`config.mk`:
```
export PLATFORM = sky130hd
export DESIGN_NAME = data_memory_flat
export DESIGN_NICKNAME = d
export VERILOG_FILES = /design/src/rtl/data_memory_if.sv /design/src/rtl/data_memory.sv /design/src/flat_wrapper.sv
export SDC_FILE = /design/constraint.sdc
export NUM_CORES = 2
export LEC_CHECK = 0
export CORE_ASPECT_RATIO = 1.5
export CORE_MARGIN = 2
export CORE_UTILIZATION = 45
export CTS_BUF_LIST = sky130_fd_sc_hd__clkbuf_4 sky130_fd_sc_hd__clkbuf_8
export DETAILED_ROUTE_END_ITERATION = 7
export PLACE_DENSITY_LB_ADDON = 0.12
export SYNTH_ARGS = -nofsm -noshare
export SYNTH_HDL_FRONTEND = slang
export SYNTH_SLANG_ARGS = --single-unit
```
`constraint.sdc`:
```
create_clock -name clk -period 167.4 [get_ports clk]
set_input_delay 25.11 -clock clk [delete_from_list [all_inputs] [get_ports clk]]
set_output_delay 25.11 -clock clk [all_outputs]
set_load 0.05 [all_outputs]
```
`src/rtl/data_memory_if.sv`:
```
// Bus bundle for the byte-enabled data memory: address, write controls and
// combinational read data. The master drives the request, the memory
// (slave) returns RD.
interface data_memory_if;
  logic [31:0] A;   // byte address
  logic        WE;  // write enable
  logic [3:0]  BE;  // byte-lane enables, BE[i] -> bits [8i+7:8i]
  logic [31:0] WD;  // write data, lane-aligned (not shifted by A[1:0])
  logic [31:0] RD;  // read data of the addressed word

  modport master (
    output A,
    output WE,
    output BE,
    output WD,
    input  RD
  );

  modport slave (
    input  A,
    input  WE,
    input  BE,
    input  WD,
    output RD
  );
endinterface

```
`src/rtl/data_memory.sv`:
```
// Word-organised data memory with per-byte write enables.
// - 2^MEM_ADDR_BITS bytes stored as 32-bit words, indexed by A[MEM_ADDR_BITS-1:2].
// - Writes on the rising clk edge; lanes are fixed (BE[i] -> bits 8i+7:8i).
// - Reads are combinational with no write-through bypass: RD shows the old
//   word until the edge, and the merged word immediately after it.
// - reset asynchronously clears every word and blocks writes while high.
module data_memory #(
  parameter int MEM_ADDR_BITS = 8
) (
  input  logic          clk,
  input  logic          reset,
  data_memory_if.slave  bus
);

  localparam int WORDS = 2 ** (MEM_ADDR_BITS - 2);

  logic [31:0]              mem_q [WORDS];
  logic [MEM_ADDR_BITS-3:0] word_idx;
  logic [31:0]              wr_word_d;

  // Byte offset and high address bits are deliberately ignored, so addresses
  // alias modulo the memory size.
  logic unused_addr_bits;
  assign unused_addr_bits = ^{bus.A[1:0], bus.A[31:MEM_ADDR_BITS]};

  assign word_idx = bus.A[MEM_ADDR_BITS-1:2];

  // Merge enabled write lanes into the currently stored word.
  always_comb begin
    // NOTE: combinational logic uses blocking assignments and starts from a
    // full default so every path assigns wr_word_d and no latch is inferred.
    wr_word_d = mem_q[word_idx];
    for (int i = 0; i < 4; i++) begin
      if (bus.BE[i]) begin
        wr_word_d[8*i +: 8] = bus.WD[8*i +: 8];
      end
    end
  end

  // Storage: async clear of every word, otherwise write the merged word.
  always_ff @(posedge clk or posedge reset) begin
    if (reset) begin
      // NOTE: clearing the whole array on reset forces flop-based storage; a
      // RAM macro cannot be cleared asynchronously, but this block requires it.
      for (int w = 0; w < WORDS; w++) begin
        mem_q[w] <= '0;
      end
    end else if (bus.WE) begin
      // NOTE: sequential state is updated with non-blocking assignments so
      // every read of mem_q in this edge sees the pre-edge value.
      mem_q[word_idx] <= wr_word_d;
    end
  end

  // Combinational read of the addressed word; no bypass of WD.
  assign bus.RD = mem_q[word_idx];

endmodule

```
`src/flat_wrapper.sv`:
```
// flat-port wrapper written by rule: the top's interface ports become plain ports
module data_memory_flat 
#(
  parameter int MEM_ADDR_BITS = 8
)
  (clk, reset, bus_A, bus_WE, bus_BE, bus_WD, bus_RD);
  data_memory_if bus_i ();
  input  logic clk;
  input  logic reset;
  input wire logic [$bits(bus_i.A)-1:0] bus_A;
  input wire logic [$bits(bus_i.WE)-1:0] bus_WE;
  input wire logic [$bits(bus_i.BE)-1:0] bus_BE;
  input wire logic [$bits(bus_i.WD)-1:0] bus_WD;
  output wire logic [$bits(bus_i.RD)-1:0] bus_RD;
  assign bus_i.A = bus_A;
  assign bus_i.WE = bus_WE;
  assign bus_i.BE = bus_BE;
  assign bus_i.WD = bus_WD;
  assign bus_RD = bus_i.RD;
  data_memory #(.MEM_ADDR_BITS(MEM_ADDR_BITS)) u_core (.clk(clk), .reset(reset), .bus(bus_i));
endmodule
```
==> flow_summary.ini <==
[outcome]
status = completed

[clock_tree]
cts_tree = yes
numCtsBuffers = 319
clock_path_buffers = 4
htree_levels = 5
cts_setup_buffers = 0
clk_latency_ns = 0.97
clock_sinks = 2048
clk_pin_slew_ns = 0.06
ctsResizeCount = 0
postCtsHoldBufs = 0
cts_root_buf = clkbuf_8

[drt]
detail_route.wl_per_cell_um = 30.8
dr.first_iter.drc_count = 8257
wirelength_um = 348000
drt_pass1_iterations = 6
detail-route-antenna-nets = 0
via_per_inst = 6.35
drcViolationCount = 0
route.vias.total = 71800

[synthesis]
synthCells = 8844
ys.warnings.count = 0
synthTopCellsByCount = dfrtp_1, nand2_1, o21ai_0
synth_most_common_cell = dfrtp_1
yosysSeqAreaShare_pct = 57.7
synth_edf_count = 0
synthArstFlopShare_pct = 100
synth_top_area_share_pct = 57.7
synth_nets = 8915
avgSynthCellArea_um2 = 10.1
synth_area_um2 = 88900
yosys-top-cells-area = dfrtp_1, o21ai_0, nand2_1
yosysUniqueCellTypes = 75
yosysTopAreaCell = dfrtp_1
synth_seq_cells = 2048
synth_ff_type = dfrtp_1

[floorplan]
die_x_um = 367
die-height_um = 548
io_pins = 103
start_util_pct = 45.3
num_rows = 199
die_area_um2 = 201000
coreArea_um2 = 196000

[sta]
finalHoldViolCount = 0
relSlewSlack_pct = 12.4
slew_violations = 0
timing.fmax_ghz = 0.0178
period_share_pct = 33.6
min_period_ns = 56.32
rsz0062_at_grt = false
tns_ns = 0
worst_slew_pin_slew_ns = 1.31
hold_ws_ns = 0.473
setup_viol = 0
setup_slack_ns = 111.08
finClkSkew_ns = 0.0500

[worst_setup_path]
crit_chain = buf_8 > buf_4 > buf_4 > and2_4 > buf_4 > buf_12 > buf_4 > a221oi_1 > o22ai_1 > nand2_1 > nand3_1 > or3_1 > clkdlybuf4s50_1
cp.required_ns = 142.29
critPathMostFrequentCell = buf_4
r2r_setup_slack_ns = 163.26
cp-start-kind = input port
crit_buf_inv = 7
critPathKind = in2out
cp_max_fo = 81
cp.arrival_ns = 31.21
reg2reg_from = u_core.mem_q[1953]
reg2reg_to = u_core.mem_q[2017]
crit_path_end_kind = output pin
cp_top_family = buffers and inverters
reg2regPathDepth = 8
cp.depth = 13
crit_path_start = bus_A[4]
cp_slowest_stage_delay_ns = 0.87
slowest_stage = clkdlybuf4s50_1
crit_path_end = bus_RD[27]

[power]
max-vdd-ir-drop_v = 0.00000651
power.leakage_nw = 43.9
power_density_nw_per_um2 = 12.1

[global_routing]
antenna_found_initial = 9
grt_max_degree = 182
grt_pass1_wl_um = 502000
grt-ovfl-total = 0
grt_usage_pct = 34.2
grt_pass1_vias = 69400

[layout]
nNetsFinal = 8551
drive_gt1_share_pct = 14.2
largest_registers = u_core.mem_q: 2048 flops
largest_register_ff_count = 2048
largest_register = u_core.mem_q
syn2layout_area_growth_pct = 10.2

[placement]
port_buffers = 76
place_ws_ns = 111.25
dp_hpwl_um = 187000
gp_congestion = 0.820

[run]
maxCapViolations = 0

[hold_path]
hold_path.class = reg2reg
==> power breakdown <==
group / total [mW] / switching, mW / leakage [nW] / internal [mW]
registers: 0.595 / 0.0340 / 27.5 / 0.561
clock network: 0.438 / 0.200 / 3.44 / 0.238
logic: 0.155 / 0.102 / 13.0 / 0.0527
total: 1.19 / 0.336 / 43.9 / 0.851
==> worst min-delay path by stage <==
stage	from	to	depth (start not counted)
final	u_core.mem_q[1923]	u_core.mem_q[1923]	2
after global routing	u_core.mem_q[566]	u_core.mem_q[566]	2
after CTS	u_core.mem_q[500]	u_core.mem_q[500]	2
after detailed placement	u_core.mem_q[495]	u_core.mem_q[495]	2
after global placement	u_core.mem_q[1778]	u_core.mem_q[1778]	2
after floorplan	u_core.mem_q[1379]	u_core.mem_q[1379]	2
==> per-layer routing <==
metal / vias to the layer above / global-route usage [%] / part of all wire, %
met2: 3521 / 55.5 / 47
met5: - / 0 / 0.0098
li1: 30900 / - / -
met4: 4 / 17.6 / 5.5
met1: 36600 / 44.1 / 39
met3: 832 / 6.11 / 8.0
==> metrics by stage <==
step	cells	utilization (%)	instance area (µm²)	total power [mW]
after floorplan	8844	-	88900	0.705
after global placement	10800	46.6	91500	0.748
after detailed placement	10800	46.6	91500	0.756
after CTS	11300	49.9	97900	1.19
after global routing	11300	49.9	97900	1.24
final	11300	49.9	98000	1.19
==> kinds of logic after synthesis <==
logic type	share of synthesized area [%]
compound gates	21.7
buf+inv	4.41
flops	57.7
mux	5.88
simple gates	10.4
==> tightest hold or removal path, stage by stage (launching register included) <==
cell	delay, ns
dfrtp_1	0.34
nand2_1	0.04
o21ai_0	0.06
==> cell usage in the layout (no fill, tap or decap), types with 29 or more instances in the layout <==
cell type,Yosys,layout
mux2_2,334,334
a21oi_1,99,99
clkbuf_4,0,119
a22o_1,32,32
nand3b_1,37,37
o22ai_1,144,141
nand3_1,38,38
nand2_1,1979,1915
mux2i_1,93,84
nor2_1,69,66
clkdlybuf4s50_1,0,73
o22a_1,29,29
a221oi_1,566,566
a22oi_1,146,146
a221o_1,34,34
o21ai_0,1918,1918
dfrtp_1,2048,2048
buf_4,12,173
clkbuf_8,0,392
nand2_4,0,53
==> area by class of cell <==
type,count,area (µm²)
Timing Repair Buffer,262,2330
Tap cell,2613,3270
Fill cell,18400,98200
Clock buffer,511,6290
Clock inverter,24,166
Inverter,8,55.1
Multi-Input combinational cell,5841,34600
Sequential cell,2048,51200
Antenna cell,13,32.5
Power figures use the tool's default switching activity.
